===== src/rtl/float_addsub_pipe.sv =====
// Pipelined float add/sub {sign,exp,man}, RNE, saturate/flush; 5 cycles, 1 op/cycle.
// Whole pipe stalls when out_valid_o & ~out_ready_i; FADD_STATUS_EN adds status_o {ovf,unf,zero}.
module float_addsub_pipe #(
  parameter int EXP_W = 5,
  parameter int MAN_W = 6
) (
  input  logic                 clk_i,
  input  logic                 rst_i,
  input  logic                 in_valid_i,
  output logic                 in_ready_o,
  input  logic                 op_sub_i,
  input  logic [EXP_W+MAN_W:0] data_a_i,
  input  logic [EXP_W+MAN_W:0] data_b_i,
  output logic                 out_valid_o,
  input  logic                 out_ready_i,
  output logic [EXP_W+MAN_W:0] data_o
`ifdef FADD_STATUS_EN
  ,
  output logic [2:0]           status_o
`endif
);
  localparam int W   = 1 + EXP_W + MAN_W;
  localparam int SW  = MAN_W + 1;
  localparam int X   = MAN_W + 4;  // hidden+mantissa+guard/round/sticky
  localparam int EW2 = EXP_W + 2;
  localparam int LW  = $clog2(X + 1);

  logic w_adv;
  assign w_adv      = out_ready_i | ~out_valid_o;
  assign in_ready_o = w_adv;

  // S1: unpack, zero detect, order operands by magnitude
  logic             w_a_zero, w_b_zero, w_b_sign, w_a_big;
  logic [EXP_W-1:0] w_a_exp, w_b_exp;
  logic [SW-1:0]    w_a_sig, w_b_sig;
  logic             r_s1_vld, r_s1_sign, r_s1_sub;
  logic [EXP_W-1:0] r_s1_exp, r_s1_diff;
  logic [SW-1:0]    r_s1_big, r_s1_small;

  always_comb begin
    w_a_zero = (data_a_i[W-2:0] == '0);
    w_b_zero = (data_b_i[W-2:0] == '0);
    w_a_exp  = w_a_zero ? '0 : data_a_i[W-2:MAN_W];
    w_b_exp  = w_b_zero ? '0 : data_b_i[W-2:MAN_W];
    w_a_sig  = w_a_zero ? '0 : {1'b1, data_a_i[MAN_W-1:0]};
    w_b_sig  = w_b_zero ? '0 : {1'b1, data_b_i[MAN_W-1:0]};
    w_b_sign = data_b_i[W-1] ^ op_sub_i;
    w_a_big  = ({w_a_exp, w_a_sig} >= {w_b_exp, w_b_sig});
  end

  always_ff @(posedge clk_i) begin
    if (rst_i) begin
      r_s1_vld <= 1'b0;
    end else if (w_adv) begin
      r_s1_vld <= in_valid_i;
    end
    if (w_adv) begin
      r_s1_sub <= data_a_i[W-1] ^ w_b_sign;
      if (w_a_big) begin
        r_s1_sign  <= data_a_i[W-1];
        r_s1_exp   <= w_a_exp;
        r_s1_big   <= w_a_sig;
        r_s1_small <= w_b_sig;
        r_s1_diff  <= w_a_exp - w_b_exp;
      end else begin
        r_s1_sign  <= w_b_sign;
        r_s1_exp   <= w_b_exp;
        r_s1_big   <= w_b_sig;
        r_s1_small <= w_a_sig;
        r_s1_diff  <= w_b_exp - w_a_exp;
      end
    end
  end

  // S2: align smaller operand, folding shifted-out bits into sticky
  logic [X-1:0]     w_small_ext, w_small_sh, w_lost_mask, w_aligned;
  logic             w_far;
  logic             r_s2_vld, r_s2_sign, r_s2_sub;
  logic [EXP_W-1:0] r_s2_exp;
  logic [X-1:0]     r_s2_big, r_s2_small;

  always_comb begin
    w_small_ext = {r_s1_small, 3'b000};
    w_small_sh  = w_small_ext >> r_s1_diff;
    w_lost_mask = ~({X{1'b1}} << r_s1_diff);
    w_far       = (32'(r_s1_diff) > 32'(MAN_W + 2));
    if (w_far) begin
      w_aligned = {{(X-1){1'b0}}, |r_s1_small};
    end else begin
      w_aligned = {w_small_sh[X-1:1], w_small_sh[0] | (|(w_small_ext & w_lost_mask))};
    end
  end

  always_ff @(posedge clk_i) begin
    if (rst_i) begin
      r_s2_vld <= 1'b0;
    end else if (w_adv) begin
      r_s2_vld <= r_s1_vld;
    end
    if (w_adv) begin
      r_s2_sign  <= r_s1_sign;
      r_s2_sub   <= r_s1_sub;
      r_s2_exp   <= r_s1_exp;
      r_s2_big   <= {r_s1_big, 3'b000};
      r_s2_small <= w_aligned;
    end
  end

  // S3: magnitude add/subtract; larger operand is never smaller than aligned one
  logic             r_s3_vld, r_s3_sign;
  logic [EXP_W-1:0] r_s3_exp;
  logic [X:0]       r_s3_sum;

  always_ff @(posedge clk_i) begin
    if (rst_i) begin
      r_s3_vld <= 1'b0;
    end else if (w_adv) begin
      r_s3_vld <= r_s2_vld;
    end
    if (w_adv) begin
      r_s3_sign <= r_s2_sign;
      r_s3_exp  <= r_s2_exp;
      r_s3_sum  <= r_s2_sub ? ({1'b0, r_s2_big} - {1'b0, r_s2_small})
                            : ({1'b0, r_s2_big} + {1'b0, r_s2_small});
    end
  end

  // S4: leading-one detect, normalise so the hidden bit sits at X-1
  logic [LW-1:0]    w_lead;
  logic [X-1:0]     w_norm;
  logic [EW2-1:0]   w_s4_exp;
  logic             r_s4_vld, r_s4_sign, r_s4_zero;
  logic [EW2-1:0]   r_s4_exp;
  logic [X-1:0]     r_s4_norm;

  always_comb begin
    w_lead = '0;
    for (int i = 0; i <= X; i++) begin
      if (r_s3_sum[i]) w_lead = LW'(i);
    end
    if (r_s3_sum[X]) begin
      w_norm = {r_s3_sum[X:2], r_s3_sum[1] | r_s3_sum[0]};
    end else begin
      w_norm = r_s3_sum[X-1:0] << (LW'(X - 1) - w_lead);
    end
    w_s4_exp = EW2'(r_s3_exp) + EW2'(w_lead) - EW2'(X - 1);
  end

  always_ff @(posedge clk_i) begin
    if (rst_i) begin
      r_s4_vld <= 1'b0;
    end else if (w_adv) begin
      r_s4_vld <= r_s3_vld;
    end
    if (w_adv) begin
      r_s4_sign <= r_s3_sign;
      r_s4_zero <= (r_s3_sum == '0);
      r_s4_exp  <= w_s4_exp;
      r_s4_norm <= w_norm;
    end
  end

  // S5: ties-to-even rounding, exponent range handling, pack
  logic [MAN_W+1:0] w_rnd;
  logic [MAN_W-1:0] w_man;
  logic [EW2-1:0]   w_exp5;
  logic             w_rup, w_ovf, w_unf;
  logic [W-1:0]     w_res;
  logic             r_out_vld;
  logic [W-1:0]     r_data;

  always_comb begin
    w_rup  = r_s4_norm[2] & (r_s4_norm[1] | r_s4_norm[0] | r_s4_norm[3]);
    w_rnd  = {1'b0, r_s4_norm[X-1:3]} + (MAN_W + 2)'(w_rup);
    w_man  = w_rnd[MAN_W+1] ? w_rnd[MAN_W:1] : w_rnd[MAN_W-1:0];
    w_exp5 = r_s4_exp + EW2'(w_rnd[MAN_W+1]);
    w_ovf  = ~r_s4_zero & ~w_exp5[EW2-1] & (w_exp5 > EW2'((1 << EXP_W) - 1));
    w_unf  = ~r_s4_zero & (w_exp5[EW2-1] | (w_exp5 == '0));
    if (r_s4_zero || w_unf) begin
      w_res = '0;
    end else if (w_ovf) begin
      w_res = {r_s4_sign, {(W-1){1'b1}}};
    end else begin
      w_res = {r_s4_sign, w_exp5[EXP_W-1:0], w_man};
    end
  end

  always_ff @(posedge clk_i) begin
    if (rst_i) begin
      r_out_vld <= 1'b0;
      r_data    <= '0;
    end else if (w_adv) begin
      r_out_vld <= r_s4_vld;
      if (r_s4_vld) r_data <= w_res;
    end
  end

  assign out_valid_o = r_out_vld;
  assign data_o      = r_data;

`ifdef FADD_STATUS_EN
  logic [2:0] r_status;
  always_ff @(posedge clk_i) begin
    if (rst_i) begin
      r_status <= 3'b000;
    end else if (w_adv && r_s4_vld) begin
      r_status <= {w_ovf, w_unf, r_s4_zero | w_unf};
    end
  end
  assign status_o = r_status;
`endif

endmodule


===== config.mk =====
export PLATFORM = sky130hd
export DESIGN_NAME = float_addsub_pipe
export DESIGN_NICKNAME = d
export VERILOG_FILES = /design/src/rtl/float_addsub_pipe.sv
export SDC_FILE = /design/constraint.sdc
export NUM_CORES = 1
export LEC_CHECK = 0
export ABC_AREA = 1
export BUFFER_PORTS_ARGS = -buffer_cell sky130_fd_sc_hd__buf_2
export CORE_MARGIN = 4
export CORE_UTILIZATION = 45
export CTS_BUF_LIST = sky130_fd_sc_hd__clkbuf_8
export CTS_CLUSTER_DIAMETER = 40
export DETAILED_ROUTE_END_ITERATION = 8
export PLACE_DENSITY = 0.67
export RECOVER_POWER = 50
export REMOVE_ABC_BUFFERS = 1
export SYNTH_ARGS = -nofsm -noshare
export SYNTH_HDL_FRONTEND = slang
export SYNTH_SLANG_ARGS = --single-unit

===== constraint.sdc =====
create_clock -name clk_i -period 4.97 [get_ports clk_i]
set_clock_uncertainty 0.05 [all_clocks]
set_input_delay 0.2485 -clock clk_i [delete_from_list [all_inputs] [get_ports clk_i]]
set_output_delay 0.2485 -clock clk_i [all_outputs]
set_load 0.01 [all_outputs]

==> run_summary.xml <==
<?xml version="1.0" encoding="UTF-8"?>
<metrics>
  <group name="place">
    <metric name="placement.io_buffers" unit="">42</metric>
    <metric name="detailed_place_hpwl" unit="mm">9.288</metric>
    <metric name="place_congestion" unit="">0.9040</metric>
  </group>
  <group name="final_layout">
    <metric name="drive_above_1_share" unit="%">8.726</metric>
    <metric name="area.growth.synth_to_final" unit="%">7.152</metric>
    <metric name="layout.cells.most_common_list" unit="">sky130_fd_sc_hd__nand2_1 (136), sky130_fd_sc_hd__inv_1 (93), sky130_fd_sc_hd__edfxtp_1 (86)</metric>
    <metric name="nFillCells" unit="">1298</metric>
    <metric name="final_core_util" unit="%">49.58</metric>
    <metric name="num_antenna_cells" unit="">0</metric>
    <metric name="layout_commonest_cell" unit="">sky130_fd_sc_hd__nand2_1</metric>
    <metric name="final_net_count" unit="">794</metric>
  </group>
  <group name="clock_network">
    <metric name="clock_transition_at_path_regs" unit="ns">0.09</metric>
    <metric name="cts_max_path_buffers" unit="">2</metric>
    <metric name="cts_tree" unit="">done</metric>
    <metric name="post_cts.repair.setup_buffers" unit="">0</metric>
    <metric name="cts.root.buffer_cell" unit="">sky130_fd_sc_hd__clkbuf_8</metric>
    <metric name="cts-buffers-inserted" unit="">9</metric>
    <metric name="clock_sinks" unit="">103</metric>
    <metric name="cts_resized" unit="">0</metric>
    <metric name="post_cts_hold_buffer_count" unit="">0</metric>
    <metric name="clkLatencyLatePin" unit="ns">0.38</metric>
    <metric name="cts_max_level" unit="">3</metric>
  </group>
  <group name="floorplanning">
    <metric name="boundaryPins" unit="">43</metric>
    <metric name="core_area" unit="um^2">13350</metric>
    <metric name="start_util" unit="%">46.27</metric>
    <metric name="fp-row-count" unit="">42</metric>
    <metric name="chipHeight" unit="um">125.2</metric>
    <metric name="overall_die_area" unit="um^2">15660</metric>
    <metric name="die-width" unit="um">125.2</metric>
  </group>
  <group name="route">
    <metric name="drtIter0Drc" unit="">450</metric>
    <metric name="routed_wl" unit="mm">12.22</metric>
    <metric name="drt-wirelength-per-cell" unit="um">13.60</metric>
    <metric name="number_of_nets_with_antenna_violations_after_routing" unit="">0</metric>
    <metric name="num_vias" unit="">4704</metric>
    <metric name="residual_drc" unit="">0</metric>
    <metric name="first_pass_iters" unit="">5</metric>
    <metric name="route.detailed.vias_per_inst" unit="">5.238</metric>
  </group>
  <group name="logic_synthesis">
    <metric name="syn_area" unit="um^2">6176</metric>
    <metric name="synth.yosys.seq_area_share" unit="%">47.33</metric>
    <metric name="synth.area.top_cells" unit="">sky130_fd_sc_hd__edfxtp_1 (42%), sky130_fd_sc_hd__ha_1 (8.9%), sky130_fd_sc_hd__nand2_1 (8.2%), sky130_fd_sc_hd__inv_1 (5.5%), sky130_fd_sc_hd__dfxtp_1 (5.5%)</metric>
    <metric name="yosys_warnings" unit="">0</metric>
    <metric name="synth-async-reset-ratio" unit="%">0</metric>
    <metric name="synth_edf_count" unit="">86</metric>
    <metric name="ys_dominant_reg_cell" unit="">sky130_fd_sc_hd__edfxtp_1</metric>
    <metric name="mapped_avg_cell_area" unit="um^2">8.912</metric>
    <metric name="yosysTopAreaCellShare" unit="%">41.82</metric>
    <metric name="synthesis.instances" unit="">693</metric>
    <metric name="synthDistinctLibCells" unit="">47</metric>
    <metric name="ys_ff_latch" unit="">103</metric>
    <metric name="synthDominantAreaCellType" unit="">sky130_fd_sc_hd__edfxtp_1</metric>
  </group>
  <group name="timing">
    <metric name="worst_slew_pin_slew" unit="ns">2.151</metric>
    <metric name="max-slew-margin-rel" unit="%">-43.39</metric>
    <metric name="clock.fmax" unit="MHz">298.1</metric>
    <metric name="final.setup.tns" unit="ns">0</metric>
    <metric name="maxSlewViolCount" unit="">92</metric>
    <metric name="grt_setup_unrepaired" unit="">no</metric>
    <metric name="setup_viol_count_final" unit="">0</metric>
    <metric name="hold_viol_final" unit="">0</metric>
    <metric name="final_period_minus_worst_setup_slack" unit="ns">3.354</metric>
    <metric name="layout_worst_path_cycle_share" unit="%">67.49</metric>
  </group>
  <group name="flow_run">
    <metric name="max-cap-violations" unit="">1</metric>
  </group>
  <group name="global_routing">
    <metric name="gr-usage-all-layers" unit="%">15.77</metric>
    <metric name="grt_antenna_before_repair" unit="">0</metric>
    <metric name="grt_pass1_wl" unit="mm">20.02</metric>
    <metric name="vias_in_the_first_global_route" unit="">4403</metric>
    <metric name="grt_max_degree" unit="">92</metric>
    <metric name="overflow" unit="">0</metric>
  </group>
  <group name="setup_path">
    <metric name="setup.reg_to_reg.worst_slack" unit="ns">1.83</metric>
    <metric name="crit_type" unit="">register to output pin</metric>
    <metric name="timing.critical_path.to" unit="">in_ready_o</metric>
    <metric name="critPathMaxFanout" unit="">91</metric>
    <metric name="r2r_start" unit="">r_s4_norm[3]</metric>
    <metric name="critPathLaunch" unit="">out_valid_o</metric>
    <metric name="critPathRequiredTime" unit="ns">4.67</metric>
    <metric name="reg2reg_depth" unit="">16</metric>
    <metric name="regToRegEndpoint" unit="">data_o[1]</metric>
    <metric name="worst_setup_path_end_kind" unit="">output pin</metric>
    <metric name="crit_path_dat" unit="ns">3.06</metric>
    <metric name="critical_path.startpoint_type" unit="">register</metric>
  </group>
  <group name="power_and_ir_drop">
    <metric name="p_comb_share" unit="%">43.0</metric>
    <metric name="netSwitchingPower" unit="mW">1.293</metric>
    <metric name="power_report.internal_total" unit="mW">1.895</metric>
    <metric name="power.leakage" unit="nW">2.877</metric>
    <metric name="cellPowerDensity" unit="nW/um^2">481.7</metric>
    <metric name="power_frac_clock" unit="%">15.0</metric>
    <metric name="switching_share" unit="%">40.57</metric>
    <metric name="share_seq_of_total_power" unit="%">42.0</metric>
    <metric name="ir_worst_vdd" unit="mV">0.1838</metric>
  </group>
  <group name="hold_path">
    <metric name="type_of_the_tightest_min_delay_check" unit="">input port to register</metric>
  </group>
  <group name="outcome">
    <metric name="run_status" unit="">complete, but fails checks</metric>
    <metric name="violations_in_the_final_reports" unit="">capacitance limit, slew limit</metric>
  </group>
</metrics>
-- cell families after synthesis --
kind of cell | Yosys count | share of synthesized area [%]
AND/OR/NAND/NOR | 254 | 18.38
AO/OA/AOI/OAI | 137 | 12.26
buffers and inverters | 125 | 8.144
flip-flops | 103 | 47.33
adder cells (fa/ha/maj) | 48 | 10.21
XOR/XNOR | 26 | 3.687
-- through the flow --
step	instance area, um^2	setup WS, ns	power [mW]	hold slack [ns]	instances
after floorplan	6030	2.204	2.380	0.2676	663
after global placement	6469	1.838	2.702	0.3523	882
after detailed placement	6469	1.796	2.721	0.3563	882
after CTS	6645	1.801	3.204	0.07306	898
after global routing	6618	1.269	3.447	0.08908	898
final	6618	1.616	3.188	0.1119	898
-- Yosys cell counts, drive strengths merged (6+ instances only) --
master  number
dfxtp       17
edfxtp      86
a21oi       44
nand4        6
inv         95
nor2        39
ha          44
o21ai       70
nand2      141
clkbuf      22
buf          8
xor2        23
nand3       47
nor3         9
-- worst min path at each step --
stage | start | to | slack [ns] | depth (start not counted)
3_5_place_dp | r_s1_big[5] | r_s2_big[8] | 0.36 | 0
5_1_grt | in_valid_i | r_s1_vld | 0.09 | 3
2_1_floorplan | rst_i | data_o[0] | 0.27 | 1
6_report | in_valid_i | r_s1_vld | 0.11 | 3
4_1_cts | in_valid_i | r_s1_vld | 0.07 | 3
3_3_place_gp | r_s1_big[4] | r_s2_big[7] | 0.35 | 0
-- final cells by class --
class                           count  area, um^2  area share, %
Multi-Input combinational cell    465        2743          41.44
Clock buffer                       10       137.6          2.080
Sequential cell                   103        2923          44.17
Tap cell                          176       220.2          3.328
Clock inverter                      6       38.79         0.5861
Timing Repair Buffer               43       197.7          2.987
Inverter                           95       357.8          5.407
-- routing by layer --
layer	global-route usage [%]	up-vias	share of wire, %
met2	26.99	135	50
li1	-	2377	-
met5	0	-	0
met3	3.539	26	5.0
met1	18.54	2166	42
met4	8.227	0	3.5
-- power by group through the flow --
stage               Sequential (mW)  Clock [mW]  Combinational [mW]
CTS                            1.34       0.493                1.37
finish                         1.34       0.478                1.37
global route                   1.36       0.531                1.55
detailed placement             1.36           0                1.36
floorplan                      1.32           0                1.06
global placement               1.35           0                1.35
-- registers in the layout (all words and copies together) (netlist names), 5 cells and up --
signal / flops
r_s3_sum: 11
r_s4_exp: 7
r_s4_norm: 10
r_s2_exp: 5
r_s2_small: 10
r_s1_small: 7
data_o: 12
r_s1_exp: 5
r_s1_big: 7
r_s1_diff: 5
r_s2_big: 7
r_s3_exp: 5
-- worst max-delay path, stage by stage (launching register included) --
cell and delay [ns]:
sky130_fd_sc_hd__dfxtp_1 0.34, sky130_fd_sc_hd__inv_1 0.04, sky130_fd_sc_hd__nor2_1 0.41, sky130_fd_sc_hd__clkinvlp_2 0.19
sky130_fd_sc_hd__clkbuf_2 1.12, sky130_fd_sc_hd__buf_2 0.52
(Power assumes the default switching activity.)
